## src/rtl/mult_div.sv

```systemverilog
// Iterative signed multiply / divide unit.
// Multiply: radix-2 Booth, one step per cycle, DATA_W steps, {hi,lo} = a*b.
// Divide: restoring division on magnitudes, DATA_W steps, then sign fix-up;
// quotient truncates toward zero, remainder takes the dividend's sign.
// Divide by zero finishes at once, flags div_zero and leaves hi/lo alone.
module mult_div #(
  parameter int DATA_W = 32
) (
  input  logic                     clk,
  input  logic                     reset,
  input  logic                     start,
  input  logic                     op,
  input  logic signed [DATA_W-1:0] a,
  input  logic signed [DATA_W-1:0] b,
  output logic signed [DATA_W-1:0] hi,
  output logic signed [DATA_W-1:0] lo,
  output logic                     busy,
  output logic                     done,
  output logic                     div_zero
);

  typedef enum logic [1:0] {IDLE, MULT, DIV, FINISH} state_t;

  localparam logic [5:0] LAST_STEP = 6'(DATA_W - 1);

  state_t            state, state_nxt;
  logic [5:0]        cnt;
  logic [DATA_W:0]   acc;    // Booth partial product (A) or division remainder
  logic [DATA_W-1:0] qreg;   // Booth multiplier (Q) or quotient being built
  logic [DATA_W-1:0] mreg;   // multiplicand or divisor magnitude
  logic              qm1;    // Booth q(-1) bit
  logic              neg_q;  // quotient must be negated
  logic              neg_r;  // remainder must be negated

  logic cap, step, last, dz;
  logic [2*DATA_W+1:0] booth_nxt;
  logic [2*DATA_W:0]   div_nxt;
  logic [DATA_W-1:0]   res_hi, res_lo;

  // Magnitude of a two's complement value; the most negative value maps to 2^(W-1).
  function automatic logic [DATA_W-1:0] abs_mag(input logic [DATA_W-1:0] x);
    return x[DATA_W-1] ? (~x + 1'b1) : x;
  endfunction

  // Conditional two's complement negation used for the divide sign fix-up.
  function automatic logic [DATA_W-1:0] neg_if(input logic n, input logic [DATA_W-1:0] x);
    return n ? (~x + 1'b1) : x;
  endfunction

  // One Booth step: add/subtract M by {Q0,q-1}, then arithmetic shift of {A,Q,q-1}.
  // A is one bit wider than the operands so that subtracting the most negative
  // multiplicand cannot overflow. Result layout: {A, Q, q-1}.
  function automatic logic [2*DATA_W+1:0] booth_step(input logic [DATA_W:0]   a_in,
                                                     input logic [DATA_W-1:0] q_in,
                                                     input logic              q_m1,
                                                     input logic [DATA_W-1:0] m);
    logic [DATA_W:0] m_ext;
    logic [DATA_W:0] sum;
    m_ext = {m[DATA_W-1], m};
    case ({q_in[0], q_m1})
      2'b01:   sum = a_in + m_ext;
      2'b10:   sum = a_in - m_ext;
      default: sum = a_in;
    endcase
    return {sum[DATA_W], sum, q_in};
  endfunction

  // One restoring-division step on magnitudes. Result layout: {R, Q}.
  function automatic logic [2*DATA_W:0] div_step(input logic [DATA_W:0]   r_in,
                                                 input logic [DATA_W-1:0] q_in,
                                                 input logic [DATA_W-1:0] d);
    logic [DATA_W:0] shifted;
    logic [DATA_W:0] trial;
    shifted = {r_in[DATA_W-1:0], q_in[DATA_W-1]};
    trial   = shifted - {1'b0, d};
    if (!trial[DATA_W])
      return {trial, q_in[DATA_W-2:0], 1'b1};
    else
      return {shifted, q_in[DATA_W-2:0], 1'b0};
  endfunction

  // State register.
  always_ff @(posedge clk or negedge reset) begin
    if (!reset) state <= IDLE;
    else        state <= state_nxt;
  end

  // Next-state logic and datapath control strobes.
  always_comb begin
    state_nxt = state;
    cap       = 1'b0;
    step      = 1'b0;
    last      = 1'b0;
    dz        = 1'b0;
    case (state)
      IDLE: begin
        if (start) begin
          if (op && (b == '0)) begin
            dz        = 1'b1;
            state_nxt = FINISH;
          end else begin
            cap       = 1'b1;
            state_nxt = op ? DIV : MULT;
          end
        end
      end
      MULT, DIV: begin
        step = 1'b1;
        if (cnt == LAST_STEP) begin
          last      = 1'b1;
          state_nxt = FINISH;
        end
      end
      FINISH:  state_nxt = IDLE;
      default: state_nxt = IDLE;
    endcase
  end

  // Step results and the final, sign-corrected result of the running operation.
  always_comb begin
    booth_nxt = booth_step(acc, qreg, qm1, mreg);
    div_nxt   = div_step(acc, qreg, mreg);
    if (state == MULT) begin
      res_hi = booth_nxt[2*DATA_W:DATA_W+1];
      res_lo = booth_nxt[DATA_W:1];
    end else begin
      res_hi = neg_if(neg_r, div_nxt[2*DATA_W-1:DATA_W]);
      res_lo = neg_if(neg_q, div_nxt[DATA_W-1:0]);
    end
  end

  // Operand capture, iteration, result write-back and status outputs.
  always_ff @(posedge clk or negedge reset) begin
    if (!reset) begin
      cnt      <= '0;
      acc      <= '0;
      qreg     <= '0;
      mreg     <= '0;
      qm1      <= 1'b0;
      neg_q    <= 1'b0;
      neg_r    <= 1'b0;
      hi       <= '0;
      lo       <= '0;
      busy     <= 1'b0;
      done     <= 1'b0;
      div_zero <= 1'b0;
    end else begin
      if (cap) begin
        cnt   <= '0;
        acc   <= '0;
        qm1   <= 1'b0;
        qreg  <= op ? abs_mag(a) : a;
        mreg  <= op ? abs_mag(b) : b;
        neg_q <= a[DATA_W-1] ^ b[DATA_W-1];
        neg_r <= a[DATA_W-1];
      end
      if (step) begin
        cnt <= cnt + 6'd1;
        if (state == MULT) begin
          acc  <= booth_nxt[2*DATA_W+1:DATA_W+1];
          qreg <= booth_nxt[DATA_W:1];
          qm1  <= booth_nxt[0];
        end else begin
          acc  <= div_nxt[2*DATA_W:DATA_W];
          qreg <= div_nxt[DATA_W-1:0];
        end
      end
      if (last) begin
        hi <= res_hi;
        lo <= res_lo;
      end
      busy     <= (state_nxt == MULT) || (state_nxt == DIV);
      done     <= last | dz;
      div_zero <= dz;
    end
  end

endmodule
```

## config.mk

```make
export PLATFORM = sky130hd
export DESIGN_NAME = mult_div
export DESIGN_NICKNAME = d
export VERILOG_FILES = /design/src/rtl/mult_div.sv
export SDC_FILE = /design/constraint.sdc
export NUM_CORES = 1
export LEC_CHECK = 0
export BUFFER_PORTS_ARGS = -buffer_cell sky130_fd_sc_hd__buf_4
export CORE_MARGIN = 3
export CORE_UTILIZATION = 51
export DETAILED_ROUTE_END_ITERATION = 8
export PLACE_DENSITY = 0.69
export SKIP_LAST_GASP = 1
export SLEW_MARGIN = 20
export SYNTH_ARGS = -nofsm -noshare
export SYNTH_HDL_FRONTEND = slang
export SYNTH_SLANG_ARGS = --single-unit
```

## constraint.sdc

```tcl
create_clock -name clk -period 9.6 [get_ports clk]
set_input_delay 0.96 -clock clk [delete_from_list [all_inputs] [get_ports clk]]
set_output_delay 0.96 -clock clk [all_outputs]
set_load 0.03 [all_outputs]
```

# Yosys cells after proc, flatten, opt, wreduce, memory -nomap -nowiden
# Index checks and enable logic that the tools add are counted.
[classes] mux=35 bitwise_logic=6 eq_ne=8 n_addsub=8 n_reduce_logical=6
[ops] operator="$mux 32" count=11
[ops] operator="$add 32x1->32 const B" count=4
[ops] operator="$not 32->32" count=4
[ops] operator="$mux 33" count=3
[ops] operator="$pmux 33 s2" count=1
[ops] operator="$mux 65" count=1
[ops] operator="$add 33x33->33" count=1
[ops] operator="$sub 33x32->33" count=1
[ops] operator="$sub 33x33->33" count=1
[ops] operator="$logic_not 32->1" count=1
[ops] operator="$mux 1" count=12
[ops] operator="$mux 6" count=2
[ops] operator="$eq 2x2->1 const B" count=4
[ops] operator="$mux 2" count=4
[ops] operator="$add 6x1->6 const B" count=1
[ops] operator="$eq 2x1->1 const B" count=3
[ops] operator="$eq 6x5->1 const B" count=1
[ops] operator="$pmux 2 s3" count=1
[ops] operator="$logic_not 2->1" count=1
[ops] operator="$reduce_bool 2->1" count=1
[ops] operator="$reduce_or 2->1" count=1
[ops] operator="$logic_and 1x1->1" count=1
[ops] operator="$logic_or 1x1->1" count=1
[ops] operator="$or 1x1->1" count=1
[ops] operator="$xor 1x1->1" count=1
[totals] inputBits=68 out_inout_bits=67 ff_bits=175 elab_cells=76

# Longest topological paths before layout
# Gate-level depths: netlist of the first run.
[logic_depth] depth_word=8 ltp_mapped=30 depth_no_buf=26

# Least setup slack after synthesis of the first run
# Ideal clock, no wire load.
[synth_path] kind="register to register" from="register acc[16]" to="register lo[28]" path_buffers=5 slack_ns=3.068 setup_time_ns=0.133 path_stages_with_launch=30 t_arrival_ns=6.399 period_less_slack_ns=6.532 path_cell_list="dfrtp_1 -> ha_1 -> clkbuf_1 -> a21o_1 -> a21o_1 -> o311a_1 -> o41a_1 -> nor3_1 -> nor3_1 -> a21oi_1 -> nor2b_1 -> o21ai_0 -> nand2b_1 -> ha_1 -> inv_1 -> clkbuf_8 -> buf_2 -> buf_6 -> clkbuf_1 -> ha_1 -> nand2_1 -> or3_1 -> or3_1 -> or4_1 -> or3_1 -> o21ai_0 -> xor2_1 -> nor2_1 -> a21oi_1 -> o21ai_0"
[synth_between] elab_chain_len=6
[synth_rtl] element="from (decl)" line="28" text="logic [DATA_W:0] acc;"
[synth_rtl] element="from (signal assigned)" line="160" text="acc <= booth_nxt[2*DATA_W+1:DATA_W+1];"
[synth_rtl] element="from (signal assigned)" line="164" text="acc <= div_nxt[2*DATA_W:DATA_W];"
[synth_rtl] element="$sub 33x32->33" line="75" text="trial = shifted - {1'b0, d};"
[synth_rtl] element="$mux 65" line="76" text="if (!trial[DATA_W])"
[synth_rtl] element="$not 32->32" line="47" text="return n ? (~x + 1'b1) : x;"
[synth_rtl] element="$add 32x1->32" line="47"
[synth_rtl] element="$mux 32" line="47"
[synth_rtl] element="$mux 32" line="123" text="if (state == MULT) begin"
[synth_rtl] element="to (signal assigned)" line="170" text="lo <= res_lo;"
[synth_rtl] element="to (decl)" line="16" text="output logic signed [DATA_W-1:0] lo,"
# No other way between the ends.
# A chain may end at the register's enable or synchronous reset.

# Worst setup path in the final report of the first run
[layout_path] from="register acc[17]" to="register hi[30]"
[layout_between] elab_chain_len=6 word_cells_on_any_way=9 cone_classes="add/sub (4); mux (4); bitwise (1)"
[layout_rtl] element="$sub 33x32->33" line="75"
[layout_rtl] element="$mux 65" line="76"
[layout_rtl] element="$not 32->32" line="47"
[layout_rtl] element="$add 32x1->32" line="47"
[layout_rtl] element="$mux 32" line="47"
[layout_rtl] element="$mux 32 *" line="123"
[layout_rtl] element="to (signal assigned)" line="169" text="hi <= res_hi;"
[layout_rtl] element="to (decl)" line="15" text="output logic signed [DATA_W-1:0] hi,"
# Every way passes the cells marked *; elsewhere a longest branch is shown, timed or not.

==> results of run 1 <==
cells by family (layout without fill, tap and decap cells):
family | Yosys count | in the layout | synth area share (%)
muxes | 51 | 51 | 3.30
DFF | 175 | 175 | 27.5
xor gates and xnor gates | 172 | 172 | 9.47
AOI/OAI and AO/OA | 666 | 666 | 26.8
buffers and inverters | 204 | 250 | 5.61
adders and majority gates | 76 | 76 | 6.07
and+or+nand+nor | 704 | 704 | 21.2
critical path: cells and delay by family, from the launching register on:
family          cells  cell delay, ns
compound gates      7            1.85
fa+ha+maj           2            1.14
buf+inv             1            0.50
flops               1            0.45
mux                 1            0.38
simple gates       12            2.94
path summary, 6_finish.rpt:
path                                      from             endpoint  slack (ns)
hold reg to reg              hi[9]$_DFFE_PN0P_    hi[9]$_DFFE_PN0P_        0.48
max in group asynchronous                reset   state[0]$_DFF_PN0_        7.04
min in group clk             hi[9]$_DFFE_PN0P_    hi[9]$_DFFE_PN0P_        0.48
setup / recovery           acc[17]$_DFFE_PN0P_   hi[30]$_DFFE_PN0P_        2.20
hold / removal                           reset  mreg[6]$_DFFE_PN0P_        0.42
setup reg to reg           acc[17]$_DFFE_PN0P_   hi[30]$_DFFE_PN0P_        2.20
flip-flops by register name, summed over array words and instances (netlist names):
register and flops:
acc 33, hi 32, lo 32, mreg 32, qreg 32, cnt 6, state 2, busy 1
div_zero 1, done 1, neg_q 1, neg_r 1, qm1 1
cell usage after synthesis (20+ instances only):
master,count
clkbuf_1,95
inv_1,69
nand2_1,268
o21a_1,20
nor3_1,49
a21oi_1,154
or3_1,23
mux2i_1,39
o21ai_0,200
o31ai_1,41
o211ai_1,40
nor2_1,160
dfrtp_1,175
nor2b_1,21
xnor2_1,95
a211oi_1,32
nor4_1,23
nand2b_1,23
ha_1,74
and3_1,22
nand3_1,27
a31oi_1,24
xor2_1,77
a21o_1,27
metrics by stage:
stage	utilization [%]	hold slack, ns	worst slack [ns]	std cells
after global placement	55.3	0.464	2.50	2458
final	57.3	0.424	2.20	2490
after floorplan	-	0.463	3.07	2048
after detailed placement	55.3	0.468	2.29	2458
after CTS	57.3	0.434	2.29	2490
after global routing	57.3	0.462	1.62	2490
layer usage:
metal / up-vias / global-route usage (%)
li1: 7500 / -
met1: 7337 / 41.6
met2: 519 / 46.3
met3: 85 / 3.37
met4: 0 / 9.38
met5: - / 0
cells in the final DEF, fill, tap and decap left out, types with 40 or more instances in the layout:
master / n
nor3_1: 48
o31ai_1: 41
nor2_1: 160
dfrtp_1: 175
buf_4: 147
o21ai_0: 200
xnor2_1: 95
xor2_1: 77
a21oi_1: 153
inv_1: 69
o211ai_1: 40
ha_1: 71
nand2_1: 268
layout make-up:
cell class,instances,area [um^2],share of cell area (%)
Multi-Input combinational cell,1669,10700,61.0
Sequential cell,175,4380,24.9
Timing Repair Buffer,148,1110,6.35
Tap cell,396,495,2.82
Clock buffer,17,425,2.42
Inverter,70,263,1.50
Clock inverter,15,181,1.03
==> out/results.txt, run 1 <==
Crit Path Max Fanout: 19
Std cell rows: 64
Final Hold Viols: 0
Avg WL per Cell: 19.8 um
CTS H-tree lvls: 4
Routability cong.: 1.02
Cell count after synthesis: 2,048
Critical path arrival: 7.77 ns
Total GRT Usage: 29.2%
Number of enable flip-flop cells after synthesis: 0
Met3 wire length: 2.85 mm
Largest net degree at the start of global routing: 116
Synth area leader: dfrtp_1
WP data required: 9.97 ns
Diodes inserted: 0
Max layer used: met4
Yosys reg bits: 175
Distinct cell type count of the synthesized netlist: 98
Initial antenna violation count: 0
Crit. End Element: register
Root buffer cell: clkbuf_16
First-pass GRT wire length: 78.7 mm
Iter 0 DRT Violations: 1,274
Grt ovf: 0
1st-pass router iterations: 8
CP max-delay cell: ha_1
M1 WL: 22.7 mm
Final Cycle Share: 77.1%
Top_reg_cell synth: dfrtp_1
Vias per Instance: 6.20
MaxCap Viol Count: 0
Final HPWL DP: 36.8 mm
Final Max Tran Viols: 0
Clk_skew: 0.0183 ns
Post-route ant nets: 0
Die X: 183 um
TritonCTS clock tree: yes
CP startpoint kind: register
Hold Path Class: in -> async
Starting Density: 51.9%
Max Freq: 135 MHz
Via count: 15,400
Syn_nets: 2,192
Die H: 183 um
Slew @ Worst Pin: 1.15 ns
Slew headroom: 23.4%
Residual DRC count: 0
Critical-path cell list: ha_1 -> and3_1 -> a21o_1 -> o311a_1 -> o41a_1 -> nor3_1 -> nor3_1 -> a21oi_1 -> nor2b_1 -> o21ai_0 -> nand2b_1 -> ha_1 -> inv_1 -> a221oi_1 -> nand3_1 -> nor2_1 -> nand3b_1 -> or4_1 -> nand3b_1 -> or3_1 -> nor4_1 -> mux2_2 -> o31ai_1
Max incr delay on CP: 0.68 ns
Hold-fix buffers, CTS: 0
Clk_lat worst skew: 0.46 ns
Critical path type: reg -> reg
Vias in the first global route: 14,200
Post-synth top area share: 27.5%
Share of layout cells above drive strength 1: 11.2%
Port Buffers: 134
Routed wire length: 49.3 mm
Mapped cell area: 15,900 um^2
CTS buffer count: 17
Ranking of synthesized cells by area: dfrtp_1 28%, nand2_1 6.3%, o21ai_0 6.3%, ha_1 5.8%, xnor2_1 5.2%
Clock buffer depth: 2
Post-layout net count: 2,225
Io pins: 135
Post-CTS setup buffers: 0
Fraction of the yosys area taken by sequential cells: 27.5%
DIE AREA: 33,400 um^2
Avg Synthesized Cell Area: 7.77 um^2
Worst reg2reg path depth: 23
Fin crit period: 7.40 ns
# fillers: 2,868
Ys Warns: 0
Fraction of registers with async set/reset: 100%
Status: finished clean
Routed met2 length: 22.3 mm
RSZ-0062 raised after global routing: no
Placement Cell Area: 17,000 um^2
Post-cts resize count: 0
Final instance area: 17,600 um^2
Setup violations, final: 0
CTS sink cnt: 175
Clock transition at the registers of the reported paths: 0.08 ns
Setup_tns: 0 ns
Core area: 30,700 um^2
Area grow syn2layout: 10.4%
Power of run 1 is left out: the tool's default activity adds up to more than one toggle a clock period on the data nets, which glitch-free logic cannot reach.
==> run 2, diff against run 1 <==
ABC_AREA = 1   (was default)
clock period = 6.9 ns   (was 9.6 ns; I/O delays follow)
==> run 2 against run 1 <==
Routed wire length increased by 21%. Setup slack worse by 0.37 ns. Synthesized area is 4.3% higher. Die area is 4.2% higher. Global-route usage rose by 4.6 points. Core utilization grew 0.97 points. Critical path depth rose by 9. First-iteration DRC count increased by 35%. Clock skew down 0.0032 ns. Register-to-register slack worse by 0.37 ns. Critical endpoint is now hi[26]$_DFFE_PN0P_. Largest cell class unchanged. Highest routed layer unchanged.
==> out/results.txt, run 2 <==
Fraction of synthesized cell area in xor and xnor cells: 5.12% (was 9.47%)
Clk_skew: 0.0151 ns (was 0.0183 ns)
Ranking of synthesized cells by area: dfrtp_1 26%, nand2_1 16%, inv_1 7.9%, nor2_1 6.5%, o21ai_0 6.3% (was dfrtp_1 28%, nand2_1 6.3%, o21ai_0 6.3%, ha_1 5.8%, xnor2_1 5.2%)
Post-Synth Simple-Gate Area: 34.5% (was 21.2%)
Final Hold Viols: 0 (unchanged)
Number of enable flip-flop cells after synthesis: 0 (unchanged)
Die H: 186 um (was 183 um)
Biggest register: acc (unchanged)
Total GRT Usage: 33.7% (was 29.2%)
Post-synth top area share: 26.4% (was 27.5%)
Highest-count cells in the layout ignoring fill and taps: 708 x nand2_1, 348 x inv_1, 288 x nor2_1, 208 x o21ai_0, 187 x nand3_1 (was 268 x nand2_1, 200 x o21ai_0, 175 x dfrtp_1, 160 x nor2_1, 153 x a21oi_1)
Inst Count DP: 3,146 (was 2,458)
CP max-delay cell: buf_4 (was ha_1)
# fillers: 3,226 (was 2,868)
Number of flip-flops under the largest register name: 33 (unchanged)
Root buffer cell: clkbuf_16 (unchanged)
Hold-fix buffers, CTS: 0 (unchanged)
Reg2reg setup slack: 1.83 ns (was 2.20 ns)
Hold Path Class: in -> async (unchanged)
Final Max Tran Viols: 0 (unchanged)
Initial antenna violation count: 2 (was 0)
MaxCap Viol Count: 0 (unchanged)
Most frequent cell after synthesis: nand2_1 (unchanged)
TritonCTS clock tree: yes (unchanged)
Post-synthesis mux area share: 0% (was 3.30%)
Final Cycle Share: 73.5% (was 77.1%)
Ys Warns: 0 (unchanged)
Die X: 186 um (was 183 um)
CTS buffer count: 17 (unchanged)
Share of layout cells above drive strength 1: 9.66% (was 11.2%)
Setup_tns: 0 ns (unchanged)
Residual DRC count: 0 (unchanged)
Core area: 31,800 um^2 (was 30,700 um^2)
Sequential cell area: 4380 um^2 (unchanged)
RSZ-0062 raised after global routing: no (unchanged)
Mapped cell area: 16,600 um^2 (was 15,900 um^2)
Max incr delay on CP: 0.44 ns (was 0.68 ns)
CP startpoint kind: register (unchanged)
R2r endpoint: hi[26]$_DFFE_PN0P_ (was hi[30]$_DFFE_PN0P_)
Slew headroom: 26.4% (was 23.4%)
CTS sink cnt: 175 (unchanged)
DIE AREA: 34,800 um^2 (was 33,400 um^2)
End-of-flow core utilization: 58.2% (was 57.3%)
Commonest non-fill, non-tap cell in the layout: nand2_1 (unchanged)
Post-cts resize count: 0 (unchanged)
WP data required: 7.25 ns (was 9.97 ns)
CTS H-tree lvls: 4 (unchanged)
Synth Area in Compound Gates: 17.6% (was 26.8%)
Routability cong.: 0.976 (was 1.02)
Largest net degree at the start of global routing: 110 (was 116)
Finished Layout Cells: 3,179 (was 2,490)
Syn_nets: 2,801 (was 2,192)
Critical path arrival: 5.42 ns (was 7.77 ns)
Iter 0 DRT Violations: 1,719 (was 1,274)
Crit Path Max Fanout: 40 (was 19)
Worst r2r src: mreg[5]$_DFFE_PN0P_ (was acc[17]$_DFFE_PN0P_)
Clock buffer depth: 2 (unchanged)
Fraction of the yosys area taken by sequential cells: 26.4% (was 27.5%)
Avg WL per Cell: 18.8 um (was 19.8 um)
Clock transition at the registers of the reported paths: 0.07 ns (was 0.08 ns)
Largest family of logic cells by synthesized area: simple AND/OR/NAND/NOR gates (was compound AO/OA/AOI/OAI gates)
Final HPWL DP: 46.0 mm (was 36.8 mm)
Post-layout net count: 2,874 (was 2,225)
Post-route ant nets: 0 (unchanged)
Top cells by count, synth: 708 x nand2_1, 349 x inv_1, 288 x nor2_1 (was 268 x nand2_1, 200 x o21ai_0, 175 x dfrtp_1)
Distinct cell type count of the synthesized netlist: 62 (was 98)
Std cell rows: 65 (was 64)
Status: finished clean (unchanged)
Multi-input logic area: 10,500 um^2 (was 10,700 um^2)
Fraction of registers with async set/reset: 100% (unchanged)
Cell count after synthesis: 2,657 (was 2,048)
Yosys reg bits: 175 (unchanged)
Post-CTS setup buffers: 0 (unchanged)
First-pass GRT wire length: 93.7 mm (was 78.7 mm)
Setup violations, final: 0 (unchanged)
Fin crit period: 5.07 ns (was 7.40 ns)
Cell mode on critical path: nand2_1
Clk_lat worst skew: 0.47 ns (was 0.46 ns)
Crit. End Element: register (unchanged)
Critical path type: reg -> reg (unchanged)
Max Freq: 197 MHz (was 135 MHz)
Slew @ Worst Pin: 1.10 ns (was 1.15 ns)
Io pins: 135 (unchanged)
Vias in the first global route: 17,100 (was 14,200)
1st-pass router iterations: 8 (unchanged)
Vias per Instance: 5.74 (was 6.20)
Avg Synthesized Cell Area: 6.25 um^2 (was 7.77 um^2)
Port Buffers: 134 (unchanged)
Worst reg2reg path depth: 32 (was 23)
Top_reg_cell synth: dfrtp_1 (unchanged)
Via count: 18,300 (was 15,400)
Synth Area in Adders: 5.82% (was 6.07%)
Starting Density: 52.2% (was 51.9%)
Synth area leader: dfrtp_1 (unchanged)
Grt ovf: 0 (unchanged)
Area grow syn2layout: 11.6% (was 10.4%)
Routed wire length: 59.9 mm (was 49.3 mm)
[run 2: cell count changes after synthesis, sizes merged, moves of 23 or more]
cell	change
a21oi	-32
mux2i	-39
inv	+289
nor2	+143
and3	-24
o31ai	-34
clkbuf	-36
or3	-24
xnor2	-78
a31oi	+30
nand3	+167
nand2	+456
nand2b	-23
a211oi	-32
[run 2: worst max-delay path, delay by kind of cell, from the launching register on]
family          cells  cell delay (ns)
buf+inv             4             0.64
fa+ha+maj           3             0.90
compound gates      4             0.62
flops               1             0.43
simple gates       21             2.33
[run 2: worst max path at each step]
| stage | startpoint | end | slack, ns |
|---|---|---|---|
| floorplan | mreg[5]$_DFFE_PN0P_ | lo[28]$_DFFE_PN0P_ | 2.42 |
| global placement | qreg[31]$_DFFE_PN0P_ | lo[26]$_DFFE_PN0P_ | 2.15 |
| detailed placement | mreg[5]$_DFFE_PN0P_ | hi[26]$_DFFE_PN0P_ | 1.99 |
| CTS | mreg[5]$_DFFE_PN0P_ | hi[26]$_DFFE_PN0P_ | 1.96 |
| global route | mreg[4]$_DFFE_PN0P_ | hi[26]$_DFFE_PN0P_ | 1.34 |
| finish | mreg[5]$_DFFE_PN0P_ | hi[26]$_DFFE_PN0P_ | 1.83 |
[run 2: per-stage QoR]
step	setup WS [ns]	cell area (um^2)	hold WS [ns]
2_1_floorplan	2.42	16600	0.394
3_3_place_gp	2.15	17900	0.473
3_5_place_dp	1.99	17900	0.475
4_1_cts	1.96	18500	0.418
5_1_grt	1.34	18500	0.403
6_report	1.83	18500	0.316
[run 2: final cells by class]
cell class | instances | area share, %
Clock buffer | 18 | 2.37
Timing Repair Buffer | 149 | 6.14
Multi-Input combinational cell | 2025 | 56.6
Sequential cell | 175 | 23.6
Antenna cell | 1 | 0.0135
Tap cell | 435 | 2.94
Inverter | 362 | 7.36
Clock inverter | 14 | 0.939
[run 2: logic make-up after synthesis]
| family | count (synthesis) |
|---|---|
| xor+xnor | 97 |
| compound gates | 511 |
| fa+ha+maj | 76 |
| buf+inv | 457 |
| flops | 175 |
| simple gates | 1341 |
[run 2: routing by layer]
layer  wire length (um)  vias up  global-route usage, %
met5                  0        -                      0
met4               3030        0                   16.2
met3               3880      160                   4.55
met2              27100      752                   54.1
met1              25800     8514                   45.3
li1                   -     8828                      -
Power of run 2 is left out for the same reason.
